**config.mk**
```make
export PLATFORM = sky130hd
export DESIGN_NAME = arb_rr8_cache_sched
export DESIGN_NICKNAME = d
export VERILOG_FILES = /design/src/rtl/arb_rr8_cache_sched.sv
export SDC_FILE = /design/constraint.sdc
export NUM_CORES = 1
export LEC_CHECK = 0
export BUFFER_PORTS_ARGS = -buffer_cell sky130_fd_sc_hd__buf_4
export CAP_MARGIN = 20
export CORE_MARGIN = 2
export CORE_UTILIZATION = 33
export DETAILED_ROUTE_END_ITERATION = 10
export SYNTH_ARGS = -nofsm -noshare
export SYNTH_HDL_FRONTEND = slang
export SYNTH_SLANG_ARGS = --single-unit
```
**constraint.sdc**
```tcl
create_clock -name clk -period 10.35 [get_ports clk]
set_input_delay 1.035 -clock clk [delete_from_list [all_inputs] [get_ports clk]]
set_output_delay 1.035 -clock clk [all_outputs]
set_load 0.02 [all_outputs]
```
**src/rtl/arb_rr8_cache_sched.sv**
```systemverilog
// Eight-way round-robin arbiter feeding a single-entry registered output stage.
// Optional per-requester saturating grant counters when ARB_GRANT_CNT_EN is defined.
module arb_rr8_cache_sched #(
    parameter int unsigned DATA_WIDTH = 8
) (
    input  logic                      clk,
    input  logic                      rst,
    input  logic [7:0]                i_valid,
    input  logic [8*DATA_WIDTH-1:0]   i_data,
    output logic [7:0]                o_ready,
    output logic                      o_valid,
    output logic [DATA_WIDTH-1:0]     o_data,
    output logic [2:0]                o_src,
    input  logic                      i_ready
`ifdef ARB_GRANT_CNT_EN
    ,
    output logic [8*16-1:0]           o_grant_cnt
`endif
);

    typedef enum logic {StEmpty, StFull} state_e;

    state_e                state_q;
    logic [2:0]            rr_ptr_q;
    logic                  load;
    logic                  grant_any;
    logic                  grant;
    logic [2:0]            grant_idx;
    logic [DATA_WIDTH-1:0] sel_data;

    // Rotating priority search: first valid bit at or above rr_ptr, wrapping 7->0.
    always_comb begin
        grant_any = 1'b0;
        grant_idx = rr_ptr_q;
        for (int i = 0; i < 8; i++) begin
            if (!grant_any && i_valid[rr_ptr_q + 3'(i)]) begin
                grant_any = 1'b1;
                grant_idx = rr_ptr_q + 3'(i);
            end
        end
    end

    always_comb begin
        load  = (state_q == StEmpty) | i_ready;
        grant = load & grant_any & ~rst;
        if (grant) begin
            o_ready = 8'h01 << grant_idx;
        end else begin
            o_ready = 8'h00;
        end
    end

    always_comb begin
        sel_data = '0;
        for (int k = 0; k < 8; k++) begin
            if (grant_idx == 3'(k)) begin
                sel_data = i_data[k*DATA_WIDTH +: DATA_WIDTH];
            end
        end
    end

    always_ff @(posedge clk or posedge rst) begin
        if (rst) begin
            state_q  <= StEmpty;
            o_valid  <= 1'b0;
            o_data   <= '0;
            o_src    <= 3'd0;
            rr_ptr_q <= 3'd0;
        end else if (grant) begin
            state_q  <= StFull;
            o_valid  <= 1'b1;
            o_data   <= sel_data;
            o_src    <= grant_idx;
            rr_ptr_q <= grant_idx + 3'd1;
        end else if (i_ready) begin
            // Downstream drained the beat and nothing replaced it.
            state_q <= StEmpty;
            o_valid <= 1'b0;
        end
    end

`ifdef ARB_GRANT_CNT_EN
    logic [15:0] cnt_q [8];

    for (genvar k = 0; k < 8; k++) begin : g_cnt
        always_ff @(posedge clk or posedge rst) begin
            if (rst) begin
                cnt_q[k] <= 16'h0000;
            end else if (grant && (grant_idx == 3'(k)) && (cnt_q[k] != 16'hFFFF)) begin
                cnt_q[k] <= cnt_q[k] + 16'h0001;
            end
        end
        assign o_grant_cnt[k*16 +: 16] = cnt_q[k];
    end
`endif

endmodule

```
---- Word-level counts from Yosys, hierarchy flattened ----
Cells that the tools add are included.
operators by class
  shift-type cells ........................ 1
  equal/unequal tests ..................... 7
  order comparisons ....................... 8
  bitwise logic cells ..................... 5
  muxes and demuxes ....................... 42
  reduce and logical (&&, ||, !) cells .... 16
  $add $sub $neg .......................... 8
operator list
  operator                                                               count
  8-bit two-way mux                                                      9
  3-bit by 4-bit < comparator with 1-bit output, second input constant   8
  1-bit binary-select mux with 3-bit select                              8
  3-bit two-way mux                                                      7
  1-bit two-way mux                                                      18
  3-bit adder, second input constant                                     4
  3-bit equality test, second input constant                             4
  1-bit by 3-bit << shifter with 8-bit output, first input constant      1
  1-bit logical AND                                                      7
  1-bit logical NOT                                                      7
  3-bit by 1-bit adder with 3-bit output, second input constant          2
  3-bit by 2-bit adder with 3-bit output, second input constant          2
  3-bit by 2-bit equality test with 1-bit output, second input constant  2
  3-bit by 1-bit equality test with 1-bit output, second input constant  1
  3-bit logical NOT                                                      1
  1-bit AND                                                              2
  1-bit inverter                                                         2
  2-bit nonzero test                                                     1
  1-bit OR                                                               1
storage, ports and cells
  logic and storage cells ................. 91
  output and inout port bits .............. 20
  register bits ........................... 15
  input bits .............................. 75

---- Logic depth before layout (Yosys ltp) ----
Gate-level depths: netlist (run 1).
  depth in word-level cells ............... 33
  gate-level depth with buffers ........... 22
  gate-level depth less buffers ........... 16

---- Least setup slack after synthesis (run 1) ----
No wires, ideal clock.
  path kind ............................... register to output
  start point ............................. register rr_ptr_q[0]
  end point ............................... output o_ready[2]
  arrival time ............................ 4.819 ns
  slack ................................... 4.496 ns
  path buffers ............................ 5
  stages on the path, launching flop included .. 18
  required time ........................... 9.315 ns
  cell sequence ........................... dfrtp_1 > buf_2 > buf_2 > inv_1 > ha_1 > buf_6 > mux2_1 > mux4_2 > or4_4 > or4_4 > o22ai_1 > o22ai_1 > buf_6 > inv_1 > ha_1 > inv_1 > clkbuf_1 > nor3_1
on the way
  word-level cells in the longest chain between the ends .. 27
  elaborated cells between the ends (all ways) .. 56
  classes of those cells .................. 7 x add/sub; 1 x shift; 32 x mux; 2 x bitwise; 14 x reduce/logical
RTL lines
  item                                                                             RTL line  text
  start: declaration                                                               24        logic [2:0] rr_ptr_q;
  start signal: assignment                                                         74        rr_ptr_q <= grant_idx + 3'd1;
  branches (longest 26 deep; another with 3-bit by 1-bit adder with 3-bit output)  --
  8-bit two-way mux *                                                              46        if (grant) begin
  end: declaration                                                                 10        output logic [7:0] o_ready,
Mark *: on every way between the ends. The select of a mux whose other input is x is not followed.

---- Worst setup path in the final report (run 1) ----
  start point ............................. register rr_ptr_q[0]
  end point ............................... output o_ready[6]
Same word-level chain as after synthesis.

==> results.toml, run 1 <==
[synth]
ys_seq_area_share_pct = 15.9
yosysWarnings = 0
syn_nets = 351
avgSynthCellArea_sq_um = 8.80
synthTopCellsByCount = "a21oi_1 (18), nor2_1 (17), dfrtp_1 (15), nand2_1 (15), mux4_2 (14)"
yosysTopAreaCell = "dfrtp_1"
synth_top_area_share_pct = 15.9
synthTopCellsByArea = "dfrtp_1 (16%), mux4_2 (13%), mux2i_1 (4.2%), a21oi_1 (3.8%), a221oi_2 (3.8%)"
ys_seq_elements = 15
synth_area_sq_um = 2370
async_reset_ff_share_pct = 100
syn_inst = 269
synth.most_common_cell = "a21oi_1"
synth_edf_count = 0
synthFlopType = "dfrtp_1"
synth_cell_types = 57

[routing]
drt_iter0_drc = 214
vias = 2551
wirelength_met1_um = 3720
wl_per_cell_um = 18.2
avgViaCountPerCell = 5.78
wl_met3_um = 468
drt-total-wl_um = 8010
antenna_left = 0
route.met2.wl_um = 3690
maxUsedRoutingLayer = "met4"
drtPass1Iterations = 5
drc_errors = 0

[die]
die_width_um = 88.7
die_h_um = 88.7
ios = 95
initial_core_util_pct = 34.5
die-area_sq_um = 7870
core_sq_um = 6870
rows = 30

[setup_path]
rr_startpoint = "rr_ptr_q[0]"
crit_chain = "inv_1, ha_1, mux2_1, mux4_2, or4_4, or4_4, o22ai_1, o22ai_1, inv_1, ha_1, inv_1, nor3_1, buf_4"
crit_required_ps = 9320
crit_slowest_cell = "dfrtp_1"
reg2reg_slack_ps = 3930
max_stage_delay_ps = 860
rr_worst_depth = 16
reg2reg_to = "o_data[2]"
worst-path-max-fanout = 17
arrival_ps = 6210
critPathKind = "flip-flop to output pin"
end_kind = "output pin"
start_kind = "flip-flop"
path_buf_inv = 4
path_common_cell = "inv_1"
crit_family = "simple AND/OR/NAND/NOR gates"

[min_path]
hp-start = "o_src[1]"
hp-class = "flip-flop to flip-flop"
min_path_cells = 2
min_to = "o_src[1]"

[job]
max_cap_violations = 0

[outcome]
status = "finished clean"

[cts]
clock_latency_ps = 250
htreeDepth = 1
path_clk_slew_ps = 60
cts_sinks = 15
cts-buffers-inserted = 3
cts_resized = 0
cts_root_buf = "clkbuf_8"
post_cts_buffers = 0
tritoncts = "built"
holdBufCountCts = 0
clock_path_buffers = 2

[global_route]
grt_pass1_vias = 2456
grt_usage_pct = 19.9
grt_max_degree = 31
grt_pass1_wl_um = 12300
grt_overflow = 0
grt_antenna_before_repair = 0

[timing]
hold_violations = 0
worstMarginPinSlew_ps = 950
grt_setup_unrepaired = "false"
finalCritPeriodShare_pct = 70.0
fin_tns_setup_ps = 0
min_period_ps = 7250
maxSlewViolCount = 0
max_freq_mhz = 138
timing.hold.ws_ps = 534
relSlewSlack_pct = 36.7
skew_ps = 3.27
finalSetupViolCount = 0

[cells_and_area]
utilization_pct = 45.6
drive_gt1_share_pct = 38.0
syn_to_final_growth_pct = 32.5
fin_area_sq_um = 3140
antenna_cells = 0
fin_nets = 428

[placed_design]
port_buffers = 94
hpwlAfterDp_um = 6140
gp_congestion = 0.876
place_area_sq_um = 3090
-- worst max path at each step --
stage / endpoint / slack, ps / cells past startpoint / start
6_report: o_ready[6] / 3100 / 13 / rr_ptr_q[0]
5_1_grt: o_ready[6] / 2640 / 13 / rr_ptr_q[0]
4_1_cts: o_ready[6] / 3110 / 13 / rr_ptr_q[0]
3_5_place_dp: o_ready[2] / 3390 / 13 / rr_ptr_q[0]
3_3_place_gp: o_ready[6] / 3570 / 13 / rr_ptr_q[0]
2_1_floorplan: o_ready[2] / 4500 / 17 / rr_ptr_q[0]
-- cells by family after synthesis --
| group | Yosys count | share of synthesized area (%) |
|---|---|---|
| adders and majority gates | 7 | 3.70 |
| and+or+nand+nor | 81 | 18.7 |
| buffers and inverters | 36 | 6.82 |
| muxes | 30 | 20.6 |
| DFF | 15 | 15.9 |
| AOI/OAI and AO/OA | 98 | 33.7 |
| xor gates and xnor gates | 2 | 0.740 |
-- per-stage QoR --
stage	worst slack [ps]	std cells
after floorplan	4500	269
after global placement	3570	437
after detailed placement	3390	437
after CTS	3110	441
after global routing	2640	441
final	3100	441
-- state kept, by name, indices dropped and copies added, names as in the netlist --
signal	cells
o_data	8
o_src	3
rr_ptr_q	3
state_q	1
-- placed cells by master (no fill, tap or decap), types with 4 or more instances in the layout --
master / count
dfrtp_1: 15
a221oi_1: 8
o22ai_1: 6
a22o_1: 10
nor3_1: 10
buf_4: 95
o21ai_0: 9
mux2i_1: 10
a21oi_1: 18
inv_1: 13
nand3b_1: 8
nor2_1: 17
ha_1: 7
o211ai_1: 7
nand2_1: 15
mux4_2: 14
and2_1: 4
a221oi_2: 6
o32ai_1: 8
nand2b_1: 4
-- tightest hold or removal path: cells and delay by family, from the launching register on --
kind | cells | cell delay (ps)
AND/OR/NAND/NOR | 1 | 60
AO/OA/AOI/OAI | 1 | 90
flip-flops | 1 | 340
-- routing by layer --
layer  vias to the layer above  track usage [%]
li1                       1243                -
met1                      1198             29.7
met2                        97             30.0
met3                        13             3.26
met4                         0             4.68
met5                         -                0
-- final cells by class --
class	count	area [sq um]
inverters	13	48.8
multi-input cells	218	1830
repair buffers	95	713
clock buffers	4	45.0
fillers	684	3730
flip-flops and latches	15	375
well taps	96	120
Power of run 1 is left out: the tool's default activity adds up to more than one toggle a clock period on the data nets, which glitch-free logic cannot reach.
==> run 2: changes to the inputs <==
clock period = 7.24 ns   (was 10.35 ns; I/O delays follow)
==> run 2 against run 1 <==
Design area up 0.72%. Count of clock-buffer cells in the layout unchanged. Worst setup slack got worse by 2600 ps. Critical path depth is the same.
==> results.toml, run 2 (synthesis gave the netlist of run 1 again) <==
[cells_and_area]
stdcell_count = 444
antenna_cells = 0
regMostFlops = "o_data"
largest_register_ffs = 8
syn_to_final_growth_pct = 33.4
drive_gt1_share_pct = 38.5
mostFrequentLayoutCells = "buf_4 (98), a21oi_1 (18), nor2_1 (17), nand2_1 (15), dfrtp_1 (15)"
fin_nets = 431
mostFrequentLayoutCell = "buf_4"
reg.largest.list = "o_data x8, o_src x3, rr_ptr_q x3"

[global_route]
grt_usage_pct = 19.7
grt_pass1_vias = 2471
grt_overflow = 0
grt_antenna_before_repair = 0
grt_pass1_wl_um = 12300
grt_max_degree = 31

[die]
core_sq_um = 6870
die_width_um = 88.7
die-area_sq_um = 7870
rows = 30
initial_core_util_pct = 34.5
ios = 95
die_h_um = 88.7

[setup_path]
rr_worst_depth = 15
worst-path-max-fanout = 17
arrival_ps = 5960
end_kind = "output pin"
critPathKind = "flip-flop to output pin"
start_kind = "flip-flop"
crit_required_ps = 6520

[timing]
layout_setup_ws_ps = 554
max_freq_mhz = 150
skew_ps = 2.48
fin_tns_setup_ps = 0
hold_violations = 0
relSlewSlack_pct = 40.2
grt_setup_unrepaired = "false"
worstMarginPinSlew_ps = 897
timing.hold.ws_ps = 496
min_period_ps = 6690
finalCritPeriodShare_pct = 92.4
maxSlewViolCount = 0
finalSetupViolCount = 0

[cts]
htreeDepth = 1
cts-buffers-inserted = 3
path_clk_slew_ps = 60
clock_latency_ps = 250
cts_root_buf = "clkbuf_8"
cts_sinks = 15
post_cts_buffers = 0
tritoncts = "built"
cts_resized = 0
clock_path_buffers = 2
holdBufCountCts = 0

[routing]
drc_errors = 0
drtPass1Iterations = 4
avgViaCountPerCell = 5.81
antenna_left = 0
drt-total-wl_um = 7920
drt_iter0_drc = 193
wl_per_cell_um = 17.8
vias = 2578

[placed_design]
port_buffers = 94
place_inst = 440
hpwlAfterDp_um = 6130
post-place-ws_ps = 863
gp_congestion = 0.933

[min_path]
min_path_cells = 2
hp-class = "flip-flop to flip-flop"

[outcome]
status = "finished clean"

[job]
max_cap_violations = 0
==> run 2: cell count changes in the layout (fill, tap and decap cells not counted), sizes merged <==
cell and delta:
buf +3
==> run 2: final cells by class <==
| class | count | area, sq um |
|---|---|---|
| Sequential cell | 15 | 375 |
| Fill cell | 697 | 3710 |
| Timing Repair Buffer | 98 | 736 |
| Inverter | 13 | 48.8 |
| Multi-Input combinational cell | 218 | 1830 |
| Clock buffer | 4 | 45.0 |
| Tap cell | 96 | 120 |
==> run 2: critical path, cell delays in order (launching register included) <==
cell and delay [ps]:
dfrtp_1 660, inv_1 240, ha_1 820, mux2_1 410, mux4_2 540, or4_4 540, or4_4 560, o22ai_1 160
o22ai_1 310, inv_1 180, ha_1 470, inv_1 370, nor3_1 280, buf_4 180
==> run 2: worst paths after layout <==
path | slack [ps] | start | end
max | 550 | rr_ptr_q[1] | o_ready[6]
min | 500 | o_src[1] | o_src[1]
max reg2reg | 1020 | rr_ptr_q[1] | o_data[2]
min reg2reg | 500 | o_src[1] | o_src[1]
max in group asynchronous | 6230 | rst | o_src[0]
min in group asynchronous | 590 | rst | o_src[1]
==> run 2: stage by stage <==
| step | utilization (%) | cell area, sq um |
|---|---|---|
| after floorplan | - | 2370 |
| after global placement | 45.3 | 3110 |
| after detailed placement | 45.3 | 3110 |
| after CTS | 46.0 | 3160 |
| after global routing | 46.0 | 3160 |
| final | 46.0 | 3160 |
==> run 2: layer usage <==
| metal | vias to the layer above | wire length, um | global-route usage [%] |
|---|---|---|---|
| met3 | 8 | 564 | 3.08 |
| met5 | - | 0 | 0 |
| met2 | 94 | 3690 | 29.9 |
| met1 | 1230 | 3570 | 29.2 |
| met4 | 0 | 93 | 4.41 |
| li1 | 1246 | - | - |
Power of run 2 is left out for the same reason.
